[src/rtl/ssc_dist_stream.sv]
// ssc_dist_stream
// Distance-stream transmitter for the top-K insertion sorter. Each command
// carries one center point and a count of candidates. Every candidate becomes
// one {Idx, Dist} beat on the Lop channel. Dist is the squared Euclidean
// distance, saturated below all-ones. The final beat of a command is marked
// with LopLast.
//
// Handshake semantics (all three channels: Cmd, Crd, Lop):
//   A transfer happens on a rising clock edge where valid and ready are both
//   high. The producer must hold its payload stable while valid is high and
//   ready is low. Ready never depends on valid here: Cmd_Rdy and Crd_Rdy
//   depend only on state and on the output stall. The Lop producer (this
//   block) keeps Lop, LopVld and LopLast stable while LopVld is high and
//   LopRdy is low.
//
// Pipeline: RUN-state accept -> stage 1 (absolute differences) -> stage 2
// (square, sum, saturate; drives the outputs). A single enable,
// en = !LopVld | LopRdy, advances both stages together. A stall from the
// sorter therefore freezes the whole pipe and no beat is lost or duplicated.
module ssc_dist_stream #(
  parameter int COORD_WIDTH = 8,
  parameter int NUM_COORD   = 3,
  parameter int IDX_WIDTH   = 10,
  parameter int DIST_WIDTH  = 17
) (
  input  logic                                 clk,
  input  logic                                 rst,
  input  logic                                 Cmd_Vld,
  output logic                                 Cmd_Rdy,
  input  logic [COORD_WIDTH*NUM_COORD-1:0]     Cmd_Crd,
  input  logic [IDX_WIDTH-1:0]                 Cmd_BaseIdx,
  input  logic [IDX_WIDTH-1:0]                 Cmd_Num,
  input  logic                                 Crd_Vld,
  output logic                                 Crd_Rdy,
  input  logic [COORD_WIDTH*NUM_COORD-1:0]     Crd,
  output logic [IDX_WIDTH+DIST_WIDTH-1:0]      SSCINS_Lop,
  output logic                                 SSCINS_LopVld,
  output logic                                 SSCINS_LopLast,
  input  logic                                 SSCINS_LopRdy,
  output logic                                 Busy
);

  localparam int PW    = COORD_WIDTH * NUM_COORD;
  // Full-precision width of the sum of squares.
  localparam int SUM_W = 2 * COORD_WIDTH + $clog2(NUM_COORD);
  // Working width: wide enough for the full sum and for the saturation limit,
  // plus one spare bit so the limit never overflows.
  localparam int EXT_W = ((SUM_W > DIST_WIDTH) ? SUM_W : DIST_WIDTH) + 1;

  // Sums at or above all-ones clamp to all-ones minus one. All-ones is the
  // sorter's "empty slot" marker, so a far point must still compare below it.
  localparam logic [EXT_W-1:0]      SAT_LIM  = (EXT_W'(1) << DIST_WIDTH) - EXT_W'(1);
  localparam logic [DIST_WIDTH-1:0] DIST_SAT = {{(DIST_WIDTH-1){1'b1}}, 1'b0};

  typedef enum logic [1:0] {
    ST_IDLE  = 2'd0,
    ST_RUN   = 2'd1,
    ST_DRAIN = 2'd2
  } state_t;

  state_t state;
  state_t state_next;

  // Command context.
  logic [PW-1:0]         center;
  logic [IDX_WIDTH-1:0]  idx;
  logic [IDX_WIDTH-1:0]  rem;

  // Stage 1 registers.
  logic                  s1_vld;
  logic                  s1_last;
  logic [IDX_WIDTH-1:0]  s1_idx;
  logic [PW-1:0]         s1_diff;

  // Stage 2 registers; these drive the outputs directly.
  logic                  lop_vld;
  logic                  lop_last;
  logic [IDX_WIDTH-1:0]  lop_idx;
  logic [DIST_WIDTH-1:0] lop_dist;

  // Handshake qualifiers.
  logic                  en;
  logic                  cmd_fire;
  logic                  crd_fire;
  logic                  lop_fire;

  // Combinational datapath values.
  logic [PW-1:0]         crd_diff;
  logic [EXT_W-1:0]      sum_ext;
  logic [DIST_WIDTH-1:0] dist_next;

  assign en       = !lop_vld || SSCINS_LopRdy;
  assign cmd_fire = (state == ST_IDLE) && Cmd_Vld;
  assign crd_fire = (state == ST_RUN) && en && Crd_Vld;
  assign lop_fire = lop_vld && SSCINS_LopRdy;

  // Next-state logic for the command FSM.
  always_comb begin
    state_next = state;
    case (state)
      ST_IDLE: begin
        if (Cmd_Vld) state_next = ST_RUN;
      end
      ST_RUN: begin
        if (crd_fire && (rem == '0)) state_next = ST_DRAIN;
      end
      ST_DRAIN: begin
        if (lop_fire && lop_last) state_next = ST_IDLE;
      end
      default: state_next = ST_IDLE;
    endcase
  end

  // FSM state register.
  always_ff @(posedge clk) begin
    if (rst) state <= ST_IDLE;
    else     state <= state_next;
  end

  // Command context: latch on accept, then step once per accepted candidate.
  // idx wraps naturally modulo 2^IDX_WIDTH.
  always_ff @(posedge clk) begin
    if (rst) begin
      center <= '0;
      idx    <= '0;
      rem    <= '0;
    end else if (cmd_fire) begin
      center <= Cmd_Crd;
      idx    <= Cmd_BaseIdx;
      rem    <= Cmd_Num;
    end else if (crd_fire && (rem != '0)) begin
      rem <= rem - IDX_WIDTH'(1);
      idx <= idx + IDX_WIDTH'(1);
    end
  end

  // Per-coordinate absolute difference between the candidate and the center.
  for (genvar j = 0; j < NUM_COORD; j++) begin : g_diff
    assign crd_diff[j*COORD_WIDTH +: COORD_WIDTH] =
      (Crd[j*COORD_WIDTH +: COORD_WIDTH] >= center[j*COORD_WIDTH +: COORD_WIDTH]) ?
      (Crd[j*COORD_WIDTH +: COORD_WIDTH] - center[j*COORD_WIDTH +: COORD_WIDTH]) :
      (center[j*COORD_WIDTH +: COORD_WIDTH] - Crd[j*COORD_WIDTH +: COORD_WIDTH]);
  end

  // Stage 1: capture differences, index and last flag. An empty slot
  // (no accept while enabled) moves forward as a bubble.
  always_ff @(posedge clk) begin
    if (rst) begin
      s1_vld  <= 1'b0;
      s1_last <= 1'b0;
      s1_idx  <= '0;
      s1_diff <= '0;
    end else if (en) begin
      s1_vld <= crd_fire;
      if (crd_fire) begin
        s1_last <= (rem == '0);
        s1_idx  <= idx;
        s1_diff <= crd_diff;
      end
    end
  end

  // Sum of squares at full width, then saturate into DIST_WIDTH bits.
  always_comb begin
    sum_ext = '0;
    for (int j = 0; j < NUM_COORD; j++) begin
      sum_ext = sum_ext +
        (EXT_W'(s1_diff[j*COORD_WIDTH +: COORD_WIDTH]) *
         EXT_W'(s1_diff[j*COORD_WIDTH +: COORD_WIDTH]));
    end
    dist_next = (sum_ext >= SAT_LIM) ? DIST_SAT : sum_ext[DIST_WIDTH-1:0];
  end

  // Stage 2: output register. It is frozen while the sorter holds back a
  // valid beat. Last is qualified by valid, so a bubble never carries it.
  always_ff @(posedge clk) begin
    if (rst) begin
      lop_vld  <= 1'b0;
      lop_last <= 1'b0;
      lop_idx  <= '0;
      lop_dist <= '0;
    end else if (en) begin
      lop_vld  <= s1_vld;
      lop_last <= s1_vld && s1_last;
      if (s1_vld) begin
        lop_idx  <= s1_idx;
        lop_dist <= dist_next;
      end
    end
  end

  assign SSCINS_Lop     = {lop_idx, lop_dist};
  assign SSCINS_LopVld  = lop_vld;
  assign SSCINS_LopLast = lop_last;
  assign Cmd_Rdy        = (state == ST_IDLE);
  assign Crd_Rdy        = (state == ST_RUN) && en;
  assign Busy           = (state != ST_IDLE);

endmodule

[config.mk]
export PLATFORM = sky130hd
export DESIGN_NAME = ssc_dist_stream
export DESIGN_NICKNAME = d
export VERILOG_FILES = /design/src/rtl/ssc_dist_stream.sv
export SDC_FILE = /design/constraint.sdc
export NUM_CORES = 1
export LEC_CHECK = 0
export ABC_AREA = 1
export CAP_MARGIN = 20
export CORE_ASPECT_RATIO = 1.75
export CORE_MARGIN = 1.5
export CORE_UTILIZATION = 45
export DETAILED_ROUTE_END_ITERATION = 12
export PLACE_DENSITY_LB_ADDON = 0.25
export SYNTH_ARGS = -nofsm -noshare
export SYNTH_HDL_FRONTEND = slang
export SYNTH_SLANG_ARGS = --single-unit
[constraint.sdc]
create_clock -name clk -period 5.4 [get_ports clk]
set_input_delay 0.81 -clock clk [delete_from_list [all_inputs] [get_ports clk]]
set_output_delay 0.81 -clock clk [all_outputs]
set_load 0.01 [all_outputs]
---- After elaboration in Yosys (flattened, before gate mapping) ----
Index checks and enable logic that the tools add are counted.
operators by class
  equality and inequality tests ........... 5
  multiply operators ...................... 3
  divide/modulo/power cells ............... 0
  mux-type cells .......................... 12
  magnitude comparators ................... 4
  bitwise gates (word level) .............. 0
  shift-type cells ........................ 0
  reductions and logical operators ........ 18
  $add $sub $neg .......................... 10
operators by type and width
  cell                   number
  $mul 8x8->16           3
  $sub 8x8->8            6
  $mux 10                4
  $ge 8x8->1             3
  $mux 8                 3
  $add 17x16->18         1
  $ge 18x17->1 const B   1
  $add 16x16->17         1
  $mux 17                1
  $add 10x1->10 const B  1
  $logic_not 10->1       1
  $reduce_bool 10->1     1
  $sub 10x1->10 const B  1
  $logic_and 1x1->1      8
  $mux 2                 3
  $pmux 2 s3             1
  $ne 2x2->1 const B     2
  $reduce_and 2->1       2
  $reduce_bool 2->1      2
  $reduce_and 3->1       1
  $eq 2x1->1 const B     1
  $eq 2x2->1 const B     1
  $logic_not 2->1        1
  $ne 2x1->1 const B     1
  2 further kinds        2
word-level totals
  latch bits .............................. 0
  word-level logic and storage cells ...... 64
  memory bits (read-only) ................. 0
  bits in registers ....................... 111
  output and inout port bits .............. 32
  bits in writable memories ............... 0
  memories kept ........................... 0

---- Logic depth before layout (Yosys ltp) ----
  depth in word-level cells ............... 7
  gate-level depth with buffers ........... 32
  depth with buffers taken out ............ 30

---- Worst setup path after synthesis ----
No wires, ideal clock.
  kind .................................... reg2reg
  from .................................... register s1_diff[6]
  to ...................................... register lop_dist[9]
  slack ................................... -0.564 ns
  clock period less this slack ............ 5.964 ns
  data arrival time ....................... 5.852 ns
  cell stages (with the launch flop) ...... 29
  library setup time ...................... 0.112 ns
  buffers on the path ..................... 2
  path through ............................ dfxtp_1 -> clkbuf_1 -> nand2_1 -> fa_1 -> fa_1 -> fa_1 -> fa_1 -> inv_1 -> fa_1 -> fa_1 -> inv_1 -> fa_1 -> inv_1 -> ha_1 -> nand2_1 -> inv_1 -> nand2_1 -> nand2_2 -> nand2_1 -> nand3_1 -> nand2_1 -> nand3_1 -> nand2_1 -> nand2_1 -> inv_2 -> nand2_4 -> buf_12 -> o21ai_2 -> inv_1
on the way
  longest elaborated chain between the ends .. 5
ends and longest elaborated chain
  what                    RTL line  source
  from (decl)             73        logic [PW-1:0] s1_diff;
  from (signal assigned)  158       s1_diff <= crd_diff;
  $mul 8x8->16 (*)        168       (EXT_W'(s1_diff[j*COORD_WIDTH +: COORD_WIDTH]) *
  $add 16x16->17 (*)      167       sum_ext = sum_ext +
  $add 17x16->18 (*)      167
  $ge 18x17->1            171       dist_next = (sum_ext >= SAT_LIM) ? DIST_SAT : sum_ext[DIST_WIDTH-1:0];
  $mux 17 (*)             171
  to (signal assigned)    187       lop_dist <= dist_next;
  to (decl)               79        logic [DIST_WIDTH-1:0] lop_dist;
Mark *: on every way between the ends. The rest lies on a longest branch, timed or not.
A chain may end at the register's enable or synchronous reset.

---- Worst setup path after layout ----
  from .................................... register s1_diff[2]
  to ...................................... register lop_dist[11]
Same word-level chain as after synthesis.

==> load_flow_metrics.sql <==
INSERT INTO impl_metrics (metric_group, metric, value, unit) VALUES
('floorplan', 'boundaryPins', '105', ''),
('floorplan', 'rows', '80', ''),
('routing', 'wire_per_inst', '13.4', 'µm'),
('sta', 'final.hold.worst_slack', '0.458', 'ns'),
('synthesis', 'synth.mux.area_fraction', '0', ''),
('critical_path', 'path_class', 'reg2reg', ''),
('synthesis', 'synth.ff_latch_count', '111', ''),
('synthesis', 'post_synthesis_async_set_or_reset_flop_share', '0', ''),
('clocking', 'clock_insertion_delay_worst_skew', '0.38', 'ns'),
('final_layout', 'stdcell_area', '15600', 'µm²'),
('clocking', 'sinks_on_the_clock_net', '111', ''),
('outcome', 'run_status', 'finished with violations', ''),
('floorplan', 'die_footprint', '29100', 'µm²'),
('sta', 'finalHoldViolations', '0', ''),
('clocking', 'cts-htree-levels', '3', ''),
('global_route', 'gr-total-overflow', '0', ''),
('worst_hold_path', 'min_path_type', 'reg2reg', ''),
('clocking', 'cts.clk_slew.worst_paths', '0.08', 'ns'),
('outcome', 'failed_checks', 'setup timing', ''),
('final_layout', 'finalNetCount', '2197', ''),
('sta', 'min_period', '5.75', 'ns'),
('synthesis', 'synth_adder_area_share', '0.346', ''),
('critical_path', 'worst_r2r_startpoint', 's1_diff[2]$_SDFFE_PP0P_', ''),
('routing', 'detail-route-antenna-nets', '0', ''),
('synthesis', 'synth_sequential_area_ratio', '0.176', ''),
('final_layout', 'area_delta_synth_final', '23.5', '%'),
('global_route', 'antenna_found_initial', '0', ''),
('placement', 'finalWeightedCongestion', '0.888', ''),
('clocking', 'cts_inserted_buffers', '9', ''),
('global_route', 'grt_start_max_net_pins', '68', ''),
('synthesis', 'yosys_most_used_dff', 'dfxtp_1', ''),
('job', 'drv_cap', '0', ''),
('critical_path', 'max_stage_delay', '0.52', 'ns'),
('synthesis', 'syn_area_cell', '7.42', 'µm²'),
('floorplan', 'die_y', '224', 'µm'),
('pwr', 'total_leakage_power', '8.34', 'nW'),
('routing', 'initialDrtViolationCount', '347', ''),
('placement', 'dp_hpwl', '24400', 'µm'),
('global_route', 'grt_pass1_wl', '50100', 'µm'),
('synthesis', 'synth_compound_gate_area_share', '0.114', ''),
('synthesis', 'synth_cell_types', '45', ''),
('critical_path', 'setup.worst_path.end_class', 'flop', ''),
('global_route', 'groute.usage.overall', '0.218', ''),
('pwr', 'power_density', '196', 'nW/µm²'),
('worst_hold_path', 'min-delay-start', 'center[23]$_SDFFE_PP0P_', ''),
('routing', 'post-route-drc-count', '0', ''),
('sta', 'post-route-period-util', '1.06', ''),
('clocking', 'cts.hold.buffers_added', '0', ''),
('sta', 'postLayoutSetupSlackWorst', '-0.348', 'ns'),
('synthesis', 'yosys.area_share.xor_xnor', '0.0313', ''),
('sta', 'max_slew.worst_pin.slew', '0.654', 'ns'),
('sta', 'fin_skew', '0.00918', 'ns'),
('final_layout', 'share_of_post_route_cells_with_drive_strength_above_1', '0.171', ''),
('critical_path', 'worstPathArrival', '6.04', 'ns'),
('synthesis', 'post_synth_inst_count', '1699', ''),
('clocking', 'clock_path_buffers', '2', ''),
('floorplan', 'core-area', '27400', 'µm²'),
('final_layout', 'final_core_util', '0.567', ''),
('critical_path', 'critical-path-slowest-cell', 'fa_1', ''),
('pwr', 'power.ir.vdd_worst', '0.203', 'mV'),
('sta', 'setup_repair_after_global_routing_missed_its_margin', 'yes', ''),
('synthesis', 'count_of_yosys_warnings_during_synthesis', '0', ''),
('floorplan', 'initial_core_util', '0.460', ''),
('sta', 'max_freq', '0.174', 'GHz'),
('synthesis', 'synth_cell_area', '12600', 'µm²'),
('synthesis', 'synth_top_family_by_area', 'adder cells', ''),
('placement', 'placed_area', '14800', 'µm²'),
('clocking', 'cts_tree', 'done', ''),
('sta', 'report.final.setup_viol', '17', ''),
('sta', 'max_slew_margin', '0.561', ''),
('critical_path', 'cpLargestDelayFamily', 'adder cells', '');
registers in the layout, summed over array words and instances, names as in the netlist:
signal and cells:
center 24, SSCINS_LopLast 1, rem 10, s1_idx 10
lop_idx 10, idx 10, s1_vld 1, s1_last 1
SSCINS_LopVld 1, s1_diff 24, lop_dist 17, state 2
routing by layer:
metal / part of all wire / global-route usage
met1: 0.37 / 0.227
met2: 0.57 / 0.434
met3: 0.022 / 0.0193
met4: 0.034 / 0.0914
met5: 0 / 0
metrics by stage:
| stage | setup slack (ns) | total power [mW] | instances |
|---|---|---|---|
| global route | -0.587 | 3.27 | 2233 |
| floorplan | -0.140 | 1.83 | 1699 |
| finish | -0.348 | 3.05 | 2233 |
| CTS | -0.396 | 3.02 | 2224 |
| global placement | -0.531 | 2.23 | 2201 |
| detailed placement | -0.536 | 2.25 | 2201 |
power breakdown:
| group | internal [mW] | switching, mW |
|---|---|---|
| registers | 0.886 | 0.0643 |
| logic | 0.608 | 0.739 |
| clock network | 0.377 | 0.373 |
path summary, 6_finish.rpt:
path / end / slack, ns / depth (start not counted)
worst max-delay path: lop_dist[11]$_SDFFE_PP0P_ / -0.35 / 28
worst min-delay path: center[23]$_SDFFE_PP0P_ / 0.46 / 2
worst max register to register: lop_dist[11]$_SDFFE_PP0P_ / -0.35 / 28
worst min register to register: center[23]$_SDFFE_PP0P_ / 0.46 / 2
cell type report:
| type | instances | area [µm²] |
|---|---|---|
| Fill cell | 2619 | 11900 |
| Multi-Input combinational cell | 1087 | 8910 |
| Sequential cell | 111 | 2280 |
| Timing Repair Buffer | 227 | 2000 |
| Inverter | 423 | 1590 |
| Tap cell | 369 | 462 |
| Clock buffer | 9 | 225 |
| Clock inverter | 7 | 97.6 |
cell usage in the layout, fill, tap and decap left out, types with 15 or more instances in the layout:
| master | netlist | layout |
|---|---|---|
| a21oi_1 | 78 | 75 |
| a31oi_1 | 15 | 15 |
| buf_4 | 0 | 117 |
| clkdlybuf4s50_1 | 0 | 104 |
| dfxtp_1 | 111 | 89 |
| fa_1 | 139 | 128 |
| ha_1 | 126 | 117 |
| inv_1 | 414 | 393 |
| inv_2 | 8 | 28 |
| nand2_1 | 305 | 267 |
| nand2_2 | 12 | 35 |
| nand2_4 | 2 | 16 |
| nand3_1 | 59 | 51 |
| nor2_1 | 119 | 111 |
| o211ai_1 | 28 | 28 |
| o21ai_0 | 75 | 71 |
| xor2_1 | 30 | 28 |
cells by family (layout without fill, tap and decap cells):
group                      after synthesis  after routing
and+or+nand+nor                        533            534
AOI/OAI and AO/OA                      243            243
adders and majority gates              265            265
DFF                                    111            111
buffers and inverters                  502            666
xor gates and xnor gates                45             45
Yosys cell counts, types with 2 or more instances:
| library cell | count | area, µm² |
|---|---|---|
| o21ai_0 | 75 | 375 |
| o211ai_1 | 28 | 210 |
| o21a_1 | 4 | 30.0 |
| o21ai_2 | 10 | 87.6 |
| dfxtp_1 | 111 | 2220 |
| nand3_1 | 59 | 295 |
| ha_1 | 126 | 1580 |
| buf_1 | 3 | 11.3 |
| xnor2_1 | 15 | 131 |
| nor2_1 | 119 | 447 |
| nand2_2 | 12 | 75.1 |
| buf_2 | 9 | 45.0 |
| inv_1 | 414 | 1550 |
| or2_2 | 4 | 25.0 |
| nand2_4 | 2 | 22.5 |
| o21bai_1 | 4 | 30.0 |
| o221ai_1 | 5 | 43.8 |
| a21o_1 | 7 | 52.6 |
| fa_1 | 139 | 2780 |
| nand4_1 | 10 | 62.6 |
| a211oi_2 | 2 | 25.0 |
| a21boi_0 | 2 | 15.0 |
| nand2_1 | 305 | 1140 |
| clkbuf_8 | 3 | 41.3 |
| a31oi_1 | 15 | 93.8 |
| nor2_2 | 4 | 25.0 |
| a211oi_1 | 5 | 37.5 |
| nor3_1 | 7 | 35.0 |
| o21ai_1 | 6 | 30.0 |
| a21oi_1 | 78 | 390 |
| clkbuf_2 | 2 | 10.0 |
| nand3_2 | 4 | 40.0 |
| nand3b_1 | 3 | 22.5 |
| xor2_1 | 30 | 263 |
| clkbuf_1 | 59 | 221 |
| nor3_2 | 2 | 20.0 |
| inv_2 | 8 | 30.0 |
worst min-delay path, stage by stage (launching register included):
cell and delay [ns]:
dfxtp_1 0.30, inv_1 0.06, a21oi_1 0.05
timing repair:
item                       4_1_cts  5_1_grt
pin swaps                        9       30
gates cloned                     1        0
gates resized for setup         51       64
buffers inserted                 6        9
setup endpoints to repair       17       17
Note: power is estimated with default switching activity, not from simulation.
